**src/rtl/mem_arbiter_if.sv**
```systemverilog
// Requester and memory-side signals of the instruction/data memory arbiter.
// master: the arbiter itself. slave: the requesters plus the memory.
interface mem_arbiter_if;
    logic        i_req;
    logic [31:0] i_addr;
    logic        i_ack;
    logic [31:0] i_rdata;
    logic        d_req;
    logic        d_we;
    logic [31:0] d_addr;
    logic [31:0] d_wdata;
    logic        d_ack;
    logic [31:0] d_rdata;
    logic        err;
    logic        m_req;
    logic        m_we;
    logic [31:0] m_addr;
    logic [31:0] m_wdata;
    logic        m_ready;
    logic [31:0] m_rdata;

    modport master (
        input  i_req, i_addr, d_req, d_we, d_addr, d_wdata, m_ready, m_rdata,
        output i_ack, i_rdata, d_ack, d_rdata, err, m_req, m_we, m_addr, m_wdata
    );

    modport slave (
        output i_req, i_addr, d_req, d_we, d_addr, d_wdata, m_ready, m_rdata,
        input  i_ack, i_rdata, d_ack, d_rdata, err, m_req, m_we, m_addr, m_wdata
    );
endinterface

```
**src/rtl/mem_arbiter.sv**
```systemverilog
// Two-requester memory arbiter: data-first priority with an anti-starvation
// escape for instruction fetches, one outstanding transfer, busy timeout.
module mem_arbiter #(
    parameter int unsigned STARVE_MAX = 4,
    parameter int unsigned TIMEOUT    = 16
) (
    input logic           clk,
    input logic           reset,
    mem_arbiter_if.master bus
);

    localparam int unsigned SW = (STARVE_MAX > 0) ? $clog2(STARVE_MAX + 1) : 1;
    localparam int unsigned BW = (TIMEOUT > 1) ? $clog2(TIMEOUT) : 1;
    localparam logic [SW-1:0] StarveMax = SW'(STARVE_MAX);
    localparam logic [BW-1:0] BusyLast  = BW'(TIMEOUT - 1);

    typedef enum logic {StIdle, StBusy} state_e;

    state_e        state_q, state_d;
    logic          m_req_q, m_req_d;
    logic          m_we_q, m_we_d;
    logic [31:0]   m_addr_q, m_addr_d;
    logic [31:0]   m_wdata_q, m_wdata_d;
    logic          i_ack_q, i_ack_d;
    logic          d_ack_q, d_ack_d;
    logic          err_q, err_d;
    logic [31:0]   i_rdata_q, i_rdata_d;
    logic [31:0]   d_rdata_q, d_rdata_d;
    logic [SW-1:0] starve_q, starve_d;
    logic [BW-1:0] busy_q, busy_d;
    logic          win_data_q, win_data_d;

    // State register; reset drops everything at once, abandoning any transfer.
    always_ff @(posedge clk or posedge reset) begin
        if (reset) begin
            state_q    <= StIdle;
            m_req_q    <= 1'b0;
            m_we_q     <= 1'b0;
            m_addr_q   <= '0;
            m_wdata_q  <= '0;
            i_ack_q    <= 1'b0;
            d_ack_q    <= 1'b0;
            err_q      <= 1'b0;
            i_rdata_q  <= '0;
            d_rdata_q  <= '0;
            starve_q   <= '0;
            busy_q     <= '0;
            win_data_q <= 1'b0;
        end else begin
            state_q    <= state_d;
            m_req_q    <= m_req_d;
            m_we_q     <= m_we_d;
            m_addr_q   <= m_addr_d;
            m_wdata_q  <= m_wdata_d;
            i_ack_q    <= i_ack_d;
            d_ack_q    <= d_ack_d;
            err_q      <= err_d;
            i_rdata_q  <= i_rdata_d;
            d_rdata_q  <= d_rdata_d;
            starve_q   <= starve_d;
            busy_q     <= busy_d;
            win_data_q <= win_data_d;
        end
    end

    // Arbitration in IDLE, completion/timeout tracking in BUSY.
    always_comb begin
        state_d    = state_q;
        m_req_d    = m_req_q;
        m_we_d     = m_we_q;
        m_addr_d   = m_addr_q;
        m_wdata_d  = m_wdata_q;
        i_ack_d    = 1'b0;
        d_ack_d    = 1'b0;
        err_d      = 1'b0;
        i_rdata_d  = '0;
        d_rdata_d  = '0;
        starve_d   = starve_q;
        busy_d     = busy_q;
        win_data_d = win_data_q;

        case (state_q)
            StIdle: begin
                // The ack cycle is a recovery gap: the acked requester's req is
                // stale, and holding off the other one keeps the data-first
                // rotation intact under continuous contention.
                if (!i_ack_q && !d_ack_q) begin
                    if (bus.d_req && !(bus.i_req && starve_q == StarveMax)) begin
                        state_d    = StBusy;
                        m_req_d    = 1'b1;
                        m_we_d     = bus.d_we;
                        m_addr_d   = bus.d_addr;
                        m_wdata_d  = bus.d_wdata;
                        busy_d     = '0;
                        win_data_d = 1'b1;
                        if (!bus.i_req) begin
                            starve_d = '0;
                        end else if (starve_q != StarveMax) begin
                            starve_d = starve_q + SW'(1);
                        end
                    end else if (bus.i_req) begin
                        state_d    = StBusy;
                        m_req_d    = 1'b1;
                        m_we_d     = 1'b0;
                        m_addr_d   = bus.i_addr;
                        m_wdata_d  = '0;
                        busy_d     = '0;
                        win_data_d = 1'b0;
                        starve_d   = '0;
                    end
                end
            end
            StBusy: begin
                if (bus.m_ready) begin
                    state_d = StIdle;
                    m_req_d = 1'b0;
                    if (win_data_q) begin
                        d_ack_d   = 1'b1;
                        d_rdata_d = m_we_q ? 32'd0 : bus.m_rdata;
                    end else begin
                        i_ack_d   = 1'b1;
                        i_rdata_d = bus.m_rdata;
                    end
                end else if (busy_q == BusyLast) begin
                    // Abort: ack with err so the requester is not left hanging.
                    state_d = StIdle;
                    m_req_d = 1'b0;
                    err_d   = 1'b1;
                    if (win_data_q) begin
                        d_ack_d = 1'b1;
                    end else begin
                        i_ack_d = 1'b1;
                    end
                end else begin
                    busy_d = busy_q + BW'(1);
                end
            end
            default: begin
                state_d = StIdle;
                m_req_d = 1'b0;
            end
        endcase
    end

    assign bus.m_req   = m_req_q;
    assign bus.m_we    = m_we_q;
    assign bus.m_addr  = m_addr_q;
    assign bus.m_wdata = m_wdata_q;
    assign bus.i_ack   = i_ack_q;
    assign bus.i_rdata = i_rdata_q;
    assign bus.d_ack   = d_ack_q;
    assign bus.d_rdata = d_rdata_q;
    assign bus.err     = err_q;

endmodule
```
**src/flat_wrapper.sv**
```systemverilog
// flat-port wrapper written by rule: the top's interface ports become plain ports
module mem_arbiter_flat 
#(
    parameter int unsigned STARVE_MAX = 4,
    parameter int unsigned TIMEOUT    = 16
)
  (clk, reset, bus_i_req, bus_i_addr, bus_d_req, bus_d_we, bus_d_addr, bus_d_wdata, bus_m_ready, bus_m_rdata, bus_i_ack, bus_i_rdata, bus_d_ack, bus_d_rdata, bus_err, bus_m_req, bus_m_we, bus_m_addr, bus_m_wdata);
  mem_arbiter_if bus_i ();
  input logic clk;
  input logic reset;
  input wire logic [$bits(bus_i.i_req)-1:0] bus_i_req;
  input wire logic [$bits(bus_i.i_addr)-1:0] bus_i_addr;
  input wire logic [$bits(bus_i.d_req)-1:0] bus_d_req;
  input wire logic [$bits(bus_i.d_we)-1:0] bus_d_we;
  input wire logic [$bits(bus_i.d_addr)-1:0] bus_d_addr;
  input wire logic [$bits(bus_i.d_wdata)-1:0] bus_d_wdata;
  input wire logic [$bits(bus_i.m_ready)-1:0] bus_m_ready;
  input wire logic [$bits(bus_i.m_rdata)-1:0] bus_m_rdata;
  output wire logic [$bits(bus_i.i_ack)-1:0] bus_i_ack;
  output wire logic [$bits(bus_i.i_rdata)-1:0] bus_i_rdata;
  output wire logic [$bits(bus_i.d_ack)-1:0] bus_d_ack;
  output wire logic [$bits(bus_i.d_rdata)-1:0] bus_d_rdata;
  output wire logic [$bits(bus_i.err)-1:0] bus_err;
  output wire logic [$bits(bus_i.m_req)-1:0] bus_m_req;
  output wire logic [$bits(bus_i.m_we)-1:0] bus_m_we;
  output wire logic [$bits(bus_i.m_addr)-1:0] bus_m_addr;
  output wire logic [$bits(bus_i.m_wdata)-1:0] bus_m_wdata;
  assign bus_i.i_req = bus_i_req;
  assign bus_i.i_addr = bus_i_addr;
  assign bus_i.d_req = bus_d_req;
  assign bus_i.d_we = bus_d_we;
  assign bus_i.d_addr = bus_d_addr;
  assign bus_i.d_wdata = bus_d_wdata;
  assign bus_i.m_ready = bus_m_ready;
  assign bus_i.m_rdata = bus_m_rdata;
  assign bus_i_ack = bus_i.i_ack;
  assign bus_i_rdata = bus_i.i_rdata;
  assign bus_d_ack = bus_i.d_ack;
  assign bus_d_rdata = bus_i.d_rdata;
  assign bus_err = bus_i.err;
  assign bus_m_req = bus_i.m_req;
  assign bus_m_we = bus_i.m_we;
  assign bus_m_addr = bus_i.m_addr;
  assign bus_m_wdata = bus_i.m_wdata;
  mem_arbiter #(.STARVE_MAX(STARVE_MAX), .TIMEOUT(TIMEOUT)) u_core (.clk(clk), .reset(reset), .bus(bus_i));
endmodule
```
**config.mk**
```make
export PLATFORM = sky130hd
export DESIGN_NAME = mem_arbiter_flat
export DESIGN_NICKNAME = d
export VERILOG_FILES = /design/src/rtl/mem_arbiter_if.sv /design/src/rtl/mem_arbiter.sv /design/src/flat_wrapper.sv
export SDC_FILE = /design/constraint.sdc
export NUM_CORES = 1
export LEC_CHECK = 0
export BUFFER_PORTS_ARGS = -buffer_cell sky130_fd_sc_hd__buf_4
export CAP_MARGIN = 20
export CORE_MARGIN = 8
export CORE_UTILIZATION = 49
export DETAILED_ROUTE_END_ITERATION = 7
export PLACE_DENSITY = 0.84
export SLEW_MARGIN = 25
export SYNTH_ARGS = -nofsm -noshare
export SYNTH_HDL_FRONTEND = slang
export SYNTH_SLANG_ARGS = --single-unit
```
**constraint.sdc**
```tcl
create_clock -name clk -period 11.02 [get_ports clk]
set_input_delay 2.204 -clock clk [delete_from_list [all_inputs] [get_ports clk]]
set_output_delay 2.204 -clock clk [all_outputs]
set_load 0.005 [all_outputs]
```
After elaboration in Yosys (flattened, before gate mapping)
Cells that the tools add are included.
{"block": "classes", "mux": 47, "n_eq_ne": 9, "bitwise_logic": 1, "n_addsub": 2, "reduce_logical": 11}
{"operator": "$mux 32", "count": 11}
{"operator": "$mux 1", "count": 24}
{"operator": "$mux 4", "count": 5}
{"operator": "$mux 3", "count": 4}
{"operator": "$ne 3x3->1 const B", "count": 3}
{"operator": "$pmux 4 s2", "count": 1}
{"operator": "$reduce_and 4->1", "count": 2}
{"operator": "$reduce_and 3->1", "count": 2}
{"operator": "$add 4x1->4 const B", "count": 1}
{"operator": "$eq 4x4->1 const B", "count": 1}
{"operator": "$ne 2x2->1 const B", "count": 2}
{"operator": "$pmux 1 s2", "count": 2}
{"operator": "$add 3x1->3 const B", "count": 1}
{"operator": "$eq 3x3->1 const B", "count": 1}
{"operator": "$logic_and 1x1->1", "count": 3}
{"operator": "$logic_not 1->1", "count": 3}
{"operator": "$ne 3x2->1 const B", "count": 1}
{"operator": "$ne 2x1->1 const B", "count": 1}
{"operator": "$reduce_bool 2->1", "count": 1}
{"operator": "$not 1->1", "count": 1}
{"block": "word_totals", "reg_bits": 142, "word_cells": 83, "input_bits": 134, "output_inout_bits": 133}

Depth between registers and ports, before layout
{"block": "logic_depth", "word_depth": 7, "mapped_depth": 8, "ltp_nobuf": 6}

Worst setup path after synthesis
No wires, ideal clock.
{"block": "synth_path", "path_kind": "input-to-reg", "from": "in bus_i_req", "to": "reg u_core.m_wdata_q[10] (netlist: u_core.bus.m_wdata[10])", "t_required_ns": 10.899, "path_stages": 5, "setup_ns": 0.121, "path_buffers": 2, "arrival_ns": 3.216, "setup_slack_ns": 7.683, "path_cell_list": "nor2_1 > or4_4 > buf_2 > buf_6 > a22o_1"}
{"block": "synth_via", "elab_chain_len": 5, "elab_cells_between_ends": 6, "cone_classes": "mux (1); reduce/logical (5)"}
{"element": "from (decl)", "line_no": "flat_wrapper.sv:11", "text": "input wire logic [$bits(bus_i.i_req)-1:0] bus_i_req;"}
{"element": "$logic_and 1x1->1", "line_no": "mem_arbiter.sv:88", "text": "if (bus.d_req && !(bus.i_req && starve_q == StarveMax)) begin"}
{"element": "$logic_not 1->1", "line_no": "mem_arbiter.sv:88"}
{"element": "$logic_and 1x1->1", "line_no": "mem_arbiter.sv:88"}
{"element": "$reduce_bool 2->1 (no source line)"}
{"element": "$reduce_and 3->1 (no source line)"}
{"element": "to (signal assigned)", "line_no": "mem_arbiter.sv:54", "text": "m_wdata_q <= m_wdata_d;"}
{"element": "to (decl)", "line_no": "mem_arbiter.sv:23", "text": "logic [31:0] m_wdata_q, m_wdata_d;"}
Parallel ways exist; a longest one is shown, timed or not.
A chain may end at the register's enable or synchronous reset.

Final worst setup path
{"block": "layout_path", "from": "in bus_i_req", "to": "reg u_core.m_wdata_q[12] (netlist: u_core.bus.m_wdata[12])"}
The elaborated chain is that of the path after synthesis.

==> impl_metrics.json <==
{
  "worstPathCellList": "buf_4 > nor2_1 > or4_4 > nor2_4 > a22o_1",
  "power_frac_comb": 0.328,
  "ctsHoldBuffers": 0,
  "die_h_um": 119,
  "drt_wl_total_mm": 16.0,
  "n_fill_cell": 669,
  "grt_pass1_wl_mm": 25.0,
  "cp_slowest_cell": "nor2_4",
  "cts-root-buf": "clkbuf_8",
  "antenna_found_initial": 0,
  "cts.clk_slew.worst_paths_ps": 60,
  "dieArea_um2": 14200,
  "synth_nets": 617,
  "clock_sinks": 142,
  "wl_per_cell_um": 18.0,
  "htreeDepth": 4,
  "syn_to_final_growth_pct": 51.4,
  "syn_avg_cell_area_um2": 10.9,
  "critical_path_buf_inv_count": 1,
  "seq_power_share": 0.391,
  "p_total_mw": 1.98,
  "io_pins": 267,
  "endpoint_kind": "flop",
  "critPathLaunchType": "primary input",
  "synth_cells": 480,
  "globalRouteTotalUtil": 0.222,
  "p_int_mw": 1.36,
  "yosys_warnings": 0,
  "ys_seq_elements": 142,
  "numPortBuffers": 266,
  "setup_violations": 0,
  "power.share.clock": 0.282,
  "final_cells": 888,
  "ant_nets": 0,
  "cp.required_ps": 11470,
  "fp.dieW_um": 119,
  "dp_hpwl_mm": 11.8,
  "relSlewSlack": 0.492,
  "routabilityCongestion": 0.841,
  "period_share": 0.319,
  "rows": 37,
  "cp_slowest_stage_delay_ps": 680,
  "clkLatencyLatePin_ps": 510,
  "most-common-layout-cells": "buf_4, dfrtp_1, nor2_1, nand2_1, a22o_1",
  "layout_commonest_cell": "buf_4",
  "power_density_nw_per_um2": 251,
  "post-cts-setup-buffers": 0,
  "cts_tree": "built",
  "diodes": 0,
  "ctsResizeCount": 0,
  "worst_pin_slew_ps": 760,
  "finalSetupTns_ps": 0,
  "p_switching_uw": 626,
  "start_util": 0.506,
  "async_flop_share": 1.00,
  "synth-main-ff-cell": "dfrtp_1",
  "dr.pass1.iters": 4,
  "coreArea_um2": 10300,
  "numCtsBuffers": 17,
  "drive_above_1_share": 0.411,
  "clockBufferDepth": 2,
  "synth_area_um2": 5220,
  "setup_slack_ps": 7510,
  "cap_viol_max_count": 0,
  "crit_arrival_ps": 3960,
  "grt_max_degree": 70,
  "via_per_inst": 5.09,
  "dp.cells": 856,
  "ir_drop_uv": 161,
  "max_freq_ghz": 0.285,
  "post-route-min-period_ps": 3510,
  "grt_setup_unrepaired": "no",
  "crit_type": "primary input to flop",
  "hp-class": "flop to flop",
  "grt-ovfl-total": 0,
  "first_iter_violations": 252,
  "status": "finished, final reports clean",
  "slew_viol_final": 0,
  "post-route-drc-count": 0,
  "layout.nets": 876,
  "critical_path.top_delay_family": "simple AND/OR/NAND/NOR gates",
  "grt_pass1_vias": 4811,
  "worst_clock_skew_ps": 5.75,
  "yosysSeqAreaShare": 0.681,
  "crit_path_max_fanout": 38,
  "synth_edf_count": 0,
  "hold_viol_final": 0,
  "power_switching_share": 0.316,
  "leakage_nw": 4.15,
  "post-place-ws_ps": 6980,
  "yosysUniqueCellTypes": 30,
  "via_count": 4519
}
==> metrics by stage <==
step                      area (um^2)  utilization  hold slack [ps]
after floorplan                  5220            -              449
after global placement           7280        0.705              465
after detailed placement         7320        0.709              476
after CTS                        7900        0.765              496
after global routing             7900        0.765              519
final                            7900        0.765              494
==> synth_stat cells (2+ instances only) <==
cell      number  area share
nand2_1      105       0.076
a22o_1        34       0.057
clkbuf_1      19       0.014
inv_1          5      0.0036
o21ai_0        3      0.0029
nor2_1       103       0.074
nand3b_1       2      0.0029
buf_2          6      0.0058
nand3_1        2      0.0019
nor2b_1        2      0.0024
ha_1           3      0.0072
dfrtp_1      142        0.68
a31oi_1       32       0.038
buf_1          3      0.0022
buf_6          3      0.0065
and3_1         2      0.0024
==> sequential cells by signal, indices dropped and copies added, names as in the netlist <==
register and cells:
u_core.starve_q 3, u_core.bus.m_we 1, u_core.bus.d_rdata 32, u_core.bus.m_req 1, u_core.bus.i_ack 1, u_core.bus.d_ack 1, u_core.bus.m_addr 32, u_core.state_q 1
u_core.bus.m_wdata 32, u_core.busy_q 4, u_core.win_data_q 1, u_core.bus.err 1, u_core.bus.i_rdata 32
==> worst paths after layout <==
path	startpoint	to	slack (ps)	cells past startpoint
setup / recovery	bus_i_req	u_core.bus.m_wdata[12]$_DFFE_PP0P_	7510	5
hold / removal	u_core.bus.m_req$_DFFE_PP0P_	u_core.bus.m_req$_DFFE_PP0P_	490	2
setup reg to reg	u_core.starve_q[0]$_DFFE_PP0P_	u_core.bus.m_wdata[12]$_DFFE_PP0P_	8830	6
hold reg to reg	u_core.bus.m_req$_DFFE_PP0P_	u_core.bus.m_req$_DFFE_PP0P_	490	2
max in group asynchronous	reset	u_core.bus.m_wdata[6]$_DFFE_PP0P_	8160	4
min in group asynchronous	reset	u_core.bus.i_rdata[5]$_DFF_PP0_	1700	2
==> metal layers <==
metal	routed length, um	vias up	GRT usage
met5	0	-	0
met4	408	0	0.107
met3	1320	30	0.0775
met2	8530	208	0.395
met1	5760	2171	0.229
li1	-	2110	-
==> power by group through the flow <==
stage	combinational [mW]	clock (mW)	sequential, mW
6_report	0.650	0.558	0.775
5_1_grt	0.714	0.592	0.791
4_1_cts	0.661	0.568	0.774
3_5_place_dp	0.657	0	0.779
3_3_place_gp	0.632	0	0.772
2_1_floorplan	0.303	0	0.778
==> cell families (layout without fill, tap and decap cells) <==
kind of cell	count (synthesis)	after routing	share of synthesized area
flip-flops	142	142	0.681
buffers and inverters	36	308	0.0316
AO/OA/AOI/OAI	74	74	0.105
AND/OR/NAND/NOR	224	224	0.173
multiplexers	1	1	0.00216
adder cells (fa/ha/maj)	3	3	0.00719
==> worst reg2reg max path: cells and delay by family (launching register included) <==
family,cells,cell delay (ps)
compound gates,1,260
fa+ha+maj,1,200
buf+inv,1,70
flops,1,360
simple gates,3,1250
==> layout make-up <==
type	instances	area (um^2)	share of cell area
clock buffers	19	422	0.0534
clock inverters	13	163	0.0206
inverters	5	23.8	0.00301
multi-input cells	302	1520	0.192
flip-flops and latches	142	3550	0.450
well taps	136	170	0.0215
repair buffers	271	2050	0.260
No activity file was read; power rests on OpenSTA's default activity.
